==> src/rtl/send_arb_pkg.sv <==
// Shared types and helpers for the SEND/ACK channel arbiter and its synchroniser.
package send_arb_pkg;

  localparam int unsigned SYNC_STAGES_DEF = 2;
  localparam int unsigned RR_MAX_REQ      = 8;

  typedef enum logic [1:0] {
    IDLE        = 2'd0,
    WAIT_ACK_HI = 2'd1,
    WAIT_REQ_LO = 2'd2,
    WAIT_ACK_LO = 2'd3
  } arb_state_e;

  // First set request at or after ptr, wrapping modulo n (n <= RR_MAX_REQ).
  function automatic logic [2:0] rr_pick(input logic [2:0] ptr,
                                         input logic [RR_MAX_REQ-1:0] req,
                                         input logic [3:0] n);
    logic [2:0] pick;
    logic       found;
    logic [3:0] idx;
    pick  = '0;
    found = 1'b0;
    for (int unsigned i = 0; i < RR_MAX_REQ; i++) begin
      idx = 4'(ptr) + 4'(i);
      if (idx >= n) idx = idx - n;
      if (!found && (4'(i) < n) && req[3'(idx)]) begin
        pick  = 3'(idx);
        found = 1'b1;
      end
    end
    return pick;
  endfunction

endpackage

==> src/rtl/send_arbiter_ack_sync.sv <==
// Multi-flop synchroniser for a level signal crossing into the local clock domain.
module ack_synchronizer
  import send_arb_pkg::*;
#(
  parameter int unsigned SYNC_STAGES = SYNC_STAGES_DEF
) (
  input  logic clk,
  input  logic rst_n,
  input  logic async_i,
  output logic sync_o
);

  logic [SYNC_STAGES-1:0] sync_q;

  always_ff @(posedge clk or negedge rst_n) begin
    if (!rst_n) sync_q <= '0;
    else        sync_q <= {sync_q[SYNC_STAGES-2:0], async_i};
  end

  assign sync_o = sync_q[SYNC_STAGES-1];

endmodule

==> src/rtl/send_arbiter.sv <==
// Round-robin arbiter sharing one four-phase SEND/ACK/DATA channel among NUM_REQ requesters.
// Define SEND_ARB_TIMEOUT_EN to add the WAIT_ACK_HI timeout and the outTIMEOUT_arb port.
module send_arbiter
  import send_arb_pkg::*;
#(
  parameter int unsigned NUM_REQ     = 2,
  parameter int unsigned DATA_W      = 32,
  parameter int unsigned SYNC_STAGES = SYNC_STAGES_DEF
`ifdef SEND_ARB_TIMEOUT_EN
  ,
  parameter int unsigned TIMEOUT_CYC = 64
`endif
) (
  input  logic                        clk_arb,
  input  logic                        rst_arb,
  input  logic [NUM_REQ-1:0]          inSEND_arb,
  input  logic [NUM_REQ*DATA_W-1:0]   inDATA_arb,
  output logic [NUM_REQ-1:0]          outACK_arb,
  input  logic                        ACK_arb,
  output logic                        outSEND_arb,
  output logic [DATA_W-1:0]           outDATA_arb,
  output logic [NUM_REQ-1:0]          outGRANT_arb
`ifdef SEND_ARB_TIMEOUT_EN
  ,
  output logic                        outTIMEOUT_arb
`endif
);

  localparam int unsigned PTR_W = (NUM_REQ > 1) ? $clog2(NUM_REQ) : 1;

  arb_state_e         state_q, state_d;
  logic [PTR_W-1:0]   ptr_q, ptr_d;
  logic [PTR_W-1:0]   win_q, win_d;
  logic               send_q, send_d;
  logic [DATA_W-1:0]  data_q, data_d;
  logic [NUM_REQ-1:0] ack_q, ack_d;
  logic [NUM_REQ-1:0] grant_q, grant_d;
  logic [PTR_W-1:0]   pick_c;
  logic               ack_s;

`ifdef SEND_ARB_TIMEOUT_EN
  localparam int unsigned CNT_W = $clog2(TIMEOUT_CYC + 1);
  logic [CNT_W-1:0] cnt_q, cnt_d;
  logic             timeout_q, timeout_d;
`endif

  ack_synchronizer #(.SYNC_STAGES(SYNC_STAGES)) u_ack_sync (
    .clk     (clk_arb),
    .rst_n   (rst_arb),
    .async_i (ACK_arb),
    .sync_o  (ack_s)
  );

  assign pick_c = PTR_W'(rr_pick(3'(ptr_q), 8'(inSEND_arb), 4'(NUM_REQ)));

  // Handshake sequencing and next-state for every registered output.
  always_comb begin
    state_d = state_q;
    ptr_d   = ptr_q;
    win_d   = win_q;
    send_d  = send_q;
    data_d  = data_q;
    ack_d   = ack_q;
    grant_d = grant_q;
`ifdef SEND_ARB_TIMEOUT_EN
    cnt_d     = '0;
    timeout_d = 1'b0;
`endif
    case (state_q)
      IDLE: begin
        if (|inSEND_arb) begin
          win_d   = pick_c;
          data_d  = inDATA_arb[32'(pick_c)*DATA_W +: DATA_W];
          grant_d = NUM_REQ'(1) << pick_c;
          send_d  = 1'b1;
          state_d = WAIT_ACK_HI;
        end
      end
      WAIT_ACK_HI: begin
        if (ack_s) begin
          ack_d   = NUM_REQ'(1) << win_q;
          state_d = WAIT_REQ_LO;
        end
`ifdef SEND_ARB_TIMEOUT_EN
        else if (cnt_q == CNT_W'(TIMEOUT_CYC)) begin
          send_d    = 1'b0;
          timeout_d = 1'b1;
          state_d   = WAIT_ACK_LO;
        end else begin
          cnt_d = cnt_q + CNT_W'(1);
        end
`endif
      end
      WAIT_REQ_LO: begin
        if (!inSEND_arb[win_q]) begin
          ack_d   = '0;
          send_d  = 1'b0;
          state_d = WAIT_ACK_LO;
        end
      end
      WAIT_ACK_LO: begin
        if (!ack_s) begin
          grant_d = '0;
          ptr_d   = (win_q == PTR_W'(NUM_REQ - 1)) ? '0 : win_q + PTR_W'(1);
          state_d = IDLE;
        end
      end
      default: state_d = IDLE;
    endcase
  end

  always_ff @(posedge clk_arb or negedge rst_arb) begin
    if (!rst_arb) begin
      state_q <= IDLE;
      ptr_q   <= '0;
      win_q   <= '0;
      send_q  <= 1'b0;
      data_q  <= '0;
      ack_q   <= '0;
      grant_q <= '0;
`ifdef SEND_ARB_TIMEOUT_EN
      cnt_q     <= '0;
      timeout_q <= 1'b0;
`endif
    end else begin
      state_q <= state_d;
      ptr_q   <= ptr_d;
      win_q   <= win_d;
      send_q  <= send_d;
      data_q  <= data_d;
      ack_q   <= ack_d;
      grant_q <= grant_d;
`ifdef SEND_ARB_TIMEOUT_EN
      cnt_q     <= cnt_d;
      timeout_q <= timeout_d;
`endif
    end
  end

  assign outSEND_arb  = send_q;
  assign outDATA_arb  = data_q;
  assign outACK_arb   = ack_q;
  assign outGRANT_arb = grant_q;
`ifdef SEND_ARB_TIMEOUT_EN
  assign outTIMEOUT_arb = timeout_q;
`endif

endmodule

==> config.mk <==
export PLATFORM = sky130hd
export DESIGN_NAME = send_arbiter
export DESIGN_NICKNAME = d
export VERILOG_FILES = /design/src/rtl/send_arb_pkg.sv /design/src/rtl/send_arbiter_ack_sync.sv /design/src/rtl/send_arbiter.sv
export SDC_FILE = /design/constraint.sdc
export NUM_CORES = 1
export LEC_CHECK = 0
export BUFFER_PORTS_ARGS = -buffer_cell sky130_fd_sc_hd__buf_2
export CORE_MARGIN = 1
export CORE_UTILIZATION = 41
export DETAILED_ROUTE_END_ITERATION = 8
export GPL_TIMING_DRIVEN = 0
export PLACE_DENSITY_LB_ADDON = 0.25
export SETUP_SLACK_MARGIN = 0.3
export SKIP_LAST_GASP = 1
export SLEW_MARGIN = 20
export SYNTH_ARGS = -nofsm -noshare
export SYNTH_HDL_FRONTEND = slang
export SYNTH_SLANG_ARGS = --single-unit
==> constraint.sdc <==
create_clock -name clk_arb -period 1.6 [get_ports clk_arb]
set_input_delay 0.16 -clock clk_arb [delete_from_list [all_inputs] [get_ports clk_arb]]
set_output_delay 0.16 -clock clk_arb [all_outputs]
set_load 0.1 [all_outputs]
==> impl_metrics.json, run 1 <==
{
  "status": "finished with violations",
  "violations": "hold timing",
  "skew_ns": 0.00244,
  "antenna_found_initial": 0,
  "layout-drive-gt1-share": 0.480,
  "syn_inst": 199,
  "crit_arrival_ns": 1.72,
  "clk_pin_slew_ns": 0.07,
  "synth_area_per_cell_um2": 10.6,
  "viasPerCell": 4.71,
  "dr_total_vias": 1835,
  "max_cap_violations": 0,
  "yosysWarnings": 0,
  "chipWidth_um": 73.7,
  "routed_wl_um": 4890,
  "crit_type": "reg -> reg",
  "synth_fp_nets": 274,
  "synth_compound_area_frac": 0.135,
  "cts_tree": "built",
  "synth_edf_count": 0,
  "grt_max_degree": 44,
  "endpoint_kind": "flip-flop",
  "start_kind": "flip-flop",
  "htreeDepth": 2,
  "path_delay_family": "flip-flops",
  "grt-ovfl-total": 0,
  "yosys-top-cells-area": "dfrtp_1, mux2i_1, o21ai_1",
  "gp_congestion": 0.759,
  "fin_nets": 397,
  "min_period_ns": 1.54,
  "drtIter0Drc": 64,
  "synth_top_family_by_area": "multiplexers",
  "cts_root_buf": "clkbuf_8",
  "final_cell_count_no_fill": 390,
  "nFillCells": 441,
  "path_max_fanout": 5,
  "drtPass1Iterations": 4,
  "syn_to_final_growth_pct": 42.9,
  "setup_viol": 0,
  "dpl.hpwl_um": 3420,
  "yosys.area_share.adder": 0.0356,
  "synthMuxAreaShare": 0.172,
  "syn_area_um2": 2110,
  "drtAntennaViolNets": 0,
  "cts_buffers": 5,
  "multiInputGateArea_um2": 981,
  "cp.buffers_inverters": 2,
  "synth_top_area_cell": "dfrtp_1",
  "wl_per_cell_um": 12.5,
  "coreArea_um2": 4850,
  "rows": 25,
  "synth.distinct_cells": 25,
  "worstPathRequired_ns": 1.78,
  "start_util": 0.435,
  "pre_cts_ws_ns": -0.00699,
  "seq_area_um2": 1080,
  "path_cells": "inv_4, ha_4, inv_2, o21ai_2, a211oi_2, mux2_4",
  "drv_slew": 0,
  "netlist.area_leader.share": 0.511,
  "timing.slew.headroom": 0.381,
  "ys_async_sr_fraction": 1.00,
  "seq_area_frac_synth": 0.511,
  "cts_max_path_buffers": 2,
  "finalWorstSetupSlack_ns": 0.0619,
  "remaining_drc_errors": 0,
  "yosys.area_share.simple": 0.0867,
  "cts_num_sinks": 43,
  "insertion_delay_ns": 0.29,
  "whs_ns": -0.00153,
  "min_path_type": "in -> async",
  "hold_viol": 1,
  "io_pins": 106,
  "grt_pass1_vias": 1663,
  "synth_xor_area_frac": 0,
  "die-area_um2": 5430,
  "portBuffers": 105,
  "synth_seq_cells": 43,
  "placed_cells": 371,
  "n_antenna_cell": 0,
  "finalCritPeriodShare": 0.961,
  "cpMaxStageDelayCell": "dfrtp_2",
  "synthFlopType": "dfrtp_1",
  "fmaxAchievable_ghz": 0.650,
  "rsz0062_at_grt": "true",
  "max_stage_delay_ns": 0.48,
  "gr-usage-all-layers": 0.190,
  "finish.utilization": 0.621,
  "die_y_um": 73.7,
  "tightest_slew_ns": 0.929,
  "grt_first_pass_wirelength_um": 7710
}
-- layer usage --
metal,GRT usage,part of all wire,vias to the layer above
met4,0.0577,0.011,0
met2,0.312,0.48,66
li1,-,-,930
met5,0,0,-
met1,0.246,0.46,833
met3,0.0521,0.051,6
-- logic make-up (layout without fill, tap and decap cells) --
group	count (synthesis)	after routing
DFF	43	43
muxes	36	36
buffers and inverters	17	141
and+or+nand+nor	45	45
AOI/OAI and AO/OA	52	52
adders and majority gates	6	6
-- layout make-up --
cell class | count | share of cell area
plain buffers | 11 | 0.0395
clock buffers | 8 | 0.0333
inverters | 6 | 0.00831
multi-input cells | 139 | 0.326
flip-flops and latches | 43 | 0.359
well taps | 67 | 0.0278
repair buffers | 116 | 0.206
-- worst register-to-register path, stage by stage, from the launching register on --
cell      delay (ns)
dfrtp_2         0.48
inv_4           0.08
ha_4            0.17
inv_2           0.05
o21ai_2         0.05
a211oi_2        0.28
mux2_4          0.33
-- cells in the mapped netlist (2+ instances only) --
cell and instances:
a21oi_1 2, buf_12 3, buf_2 5, clkbuf_1 2, dfrtp_1 43, ha_1 6
inv_1 5, mux2i_1 35, nand2_1 37, nor2_1 4, o21ai_0 4, o21ai_1 39
o31ai_1 2
-- flip-flops by register name (all words and copies together) (netlist names) --
| name | cells |
|---|---|
| outACK_arb | 2 |
| u_ack_sync.sync_q | 2 |
| win_q | 1 |
| state_q | 2 |
| ptr_q | 1 |
| outGRANT_arb | 2 |
| outSEND_arb | 1 |
| outDATA_arb | 32 |
-- cells in the final DEF, fill, tap and decap left out, types with 2 or more instances in the layout --
master / count
clkbuf_8: 7
o21ai_2: 3
a21oi_1: 2
clkbuf_4: 3
dfrtp_1: 39
inv_2: 3
o21ai_1: 38
ha_1: 2
clkbuf_2: 2
o31ai_1: 2
mux2i_2: 2
ha_4: 4
mux2i_1: 33
o21ai_0: 3
nand2_1: 36
nor2_1: 4
dfrtp_2: 4
buf_12: 3
buf_2: 104
buf_4: 11
buf_6: 2
inv_1: 2
-- path summary, 6_finish.rpt --
| path | startpoint | end | slack, ns | depth (start not counted) |
|---|---|---|---|---|
| max | state_q[1] | state_q[1] | 0.06 | 6 |
| min | rst_arb | outACK_arb[1] | -0.002 | 1 |
| max reg2reg | state_q[1] | state_q[1] | 0.06 | 6 |
| min reg2reg | u_ack_sync.sync_q[0] | u_ack_sync.sync_q[1] | 0.36 | 0 |
| max in group asynchronous | rst_arb | outGRANT_arb[0] | 0.96 | 1 |
| min in group clk_arb | inDATA_arb[63] | outDATA_arb[31] | 0.13 | 3 |
-- through the flow --
stage	TNS, ns	instance area (um^2)
after global placement	0	2730
after detailed placement	-0.0165	2730
final	0	3010
after floorplan	0	2120
after CTS	0	2970
after global routing	0	3010
-- timing repair --
action,in CTS,in global routing
setup buffers,6,3
endpoints found under the setup margin,38,40
endpoints found under the hold margin,1,0
resized for setup,17,7
cloned,1,0
hold buffers,1,0
pin swaps,2,2
Power of run 1 is left out: the tool's default activity adds up to more than one toggle a clock period on the data nets, which glitch-free logic cannot reach.
==> inputs of run 2 (changes only) <==
- ABC_AREA: unset -> 1
- BUFFER_PORTS_ARGS: -buffer_cell sky130_fd_sc_hd__buf_2 -> unset
- CORE_UTILIZATION: 41 -> 55
- DONT_BUFFER_PORTS: unset -> 1
==> impl_metrics.json, run 2 <==
{
  "syn_inst": 343,
  "design_area_um2": 3360,
  "gr-usage-all-layers": 0.250,
  "drv_slew": 0,
  "ys_async_sr_fraction": 1.00,
  "layout-drive-gt1-share": 0.424,
  "grt_max_degree": 44,
  "grt_pass1_vias": 1930,
  "worstPathRequired_ns": 1.83,
  "htreeDepth": 2,
  "cts_root_buf": "clkbuf_8",
  "yosys.area_share.simple": 0.337,
  "synth_seq_cells": 43,
  "n_antenna_cell": 0,
  "grt_first_pass_wirelength_um": 8560,
  "die-area_um2": 4720,
  "max_cap_violations": 0,
  "antenna_found_initial": 0,
  "min_period_ns": 1.48,
  "synth_common_cells": "nand2_1, inv_1, dfrtp_1",
  "gp_congestion": 0.788,
  "io_pins": 106,
  "grt-ovfl-total": 0,
  "wl_per_cell_um": 14.7,
  "rsz0062_at_grt": "true",
  "synth_top_area_cell": "dfrtp_1",
  "coreArea_um2": 4140,
  "timing.slew.headroom": 0.652,
  "path_max_fanout": 5,
  "drtPass1Iterations": 4,
  "netlist.area_leader.share": 0.440,
  "fmaxAchievable_ghz": 0.676,
  "syn_to_final_growth_pct": 37.4,
  "clk_pin_slew_ns": 0.08,
  "setup_viol": 0,
  "tns_ns": 0,
  "mostFrequentLayoutCells": "nand2_1, inv_1, dfrtp_2, nand3_2, nand2_2",
  "chipWidth_um": 68.7,
  "skew_ns": 0.00276,
  "fin_nets": 455,
  "finalCritPeriodShare": 0.924,
  "synth_edf_count": 0,
  "yosys.area_share.adder": 0.0307,
  "final_common_cell": "nand2_1",
  "routed_wl_um": 6320,
  "portBuffers": 0,
  "remaining_drc_errors": 0,
  "syn_area_um2": 2450,
  "largest_reg_flops": 32,
  "drtAntennaViolNets": 0,
  "synth.most_common_cell": "nand2_1",
  "tightest_slew_ns": 0.522,
  "rows": 23,
  "seq_area_frac_synth": 0.440,
  "cts_tree": "built",
  "status": "completed",
  "synthMuxAreaShare": 0,
  "cts_max_path_buffers": 2,
  "synth_compound_area_frac": 0.0322,
  "dpl.hpwl_um": 3470,
  "synthFlopType": "dfrtp_1",
  "endpoint_kind": "flip-flop",
  "start_kind": "flip-flop",
  "crit_arrival_ns": 1.71,
  "start_util": 0.590,
  "yosysWarnings": 0,
  "synth_xor_area_frac": 0,
  "place_area_um2": 2520,
  "synth_top_family_by_area": "simple AND/OR/NAND/NOR gates",
  "synth_area_per_cell_um2": 7.13,
  "drtIter0Drc": 138,
  "insertion_delay_ns": 0.29,
  "hold_viol": 0,
  "viasPerCell": 5.17,
  "dr_total_vias": 2223,
  "cts_buffers": 5,
  "crit_type": "reg -> reg",
  "nFillCells": 276,
  "die_y_um": 68.7,
  "yosys-top-cells-area": "dfrtp_1, nand2_1, inv_1",
  "synth_fp_nets": 418,
  "min_path_type": "in -> reg",
  "synth.distinct_cells": 18,
  "cts_num_sinks": 43
}
[run 2: final cells by class]
cell class              instances  area [um^2]  area share
well taps                      50         62.6      0.0186
multi-input cells             211         1280       0.380
plain buffers                  12          115      0.0342
flip-flops and latches         43         1120       0.334
clock buffers                   6         72.6      0.0216
inverters                      77          304      0.0904
repair buffers                 30          379       0.113
clock inverters                 1         30.0     0.00893
[run 2: timing repair]
item	in CTS	in global routing
setup endpoints to repair	75	41
hold endpoints to repair	44	0
buffers inserted	15	6
hold buffers	3	0
pin swaps	9	65
cloned	4	2
gates resized for setup	65	73
[run 2: logic make-up after synthesis]
logic type | after synthesis
buf+inv | 89
flops | 43
simple gates | 196
compound gates | 9
fa+ha+maj | 6
[run 2: metrics by stage]
stage / util / setup slack (ns) / hold WS (ns) / std cells
floorplan: - / 0.254 / -0.136 / 343
global placement: 0.608 / 0.139 / -0.135 / 393
detailed placement: 0.608 / 0.0993 / -0.135 / 393
CTS: 0.720 / 0.196 / 0.0571 / 422
global route: 0.811 / 0.0701 / 0.0806 / 430
finish: 0.811 / 0.121 / 0.0724 / 430
[run 2: final timing paths]
kind / from / end / slack (ns) / cells past startpoint
worst min-delay path: inDATA_arb[53] / outDATA_arb[21] / 0.07 / 4
max in group asynchronous: rst_arb / outDATA_arb[16] / 1.04 / 2
worst max register to register: state_q[0] / outDATA_arb[6] / 0.12 / 9
min in group asynchronous: rst_arb / outDATA_arb[5] / 0.34 / 2
worst min register to register: u_ack_sync.sync_q[0] / u_ack_sync.sync_q[1] / 0.36 / 0
worst max-delay path: state_q[0] / outDATA_arb[6] / 0.12 / 9
[run 2: worst max-delay path: stages, from the launching register on]
cell and delay [ns]:
dfrtp_1 0.41, inv_2 0.11, ha_4 0.16, inv_4 0.04, a21oi_4 0.17, buf_12 0.16, buf_8 0.11, clkbuf_16 0.14
nand3_2 0.06, nand2_1 0.06
[run 2: metal layers]
| metal | wire length, um | track usage | up-vias |
|---|---|---|---|
| met5 | 0 | 0 | - |
| met4 | 86 | 0.0842 | 0 |
| met3 | 429 | 0.0691 | 8 |
| met2 | 3360 | 0.446 | 84 |
| met1 | 2450 | 0.288 | 1055 |
| li1 | - | - | 1076 |
Power of run 2 is left out for the same reason.
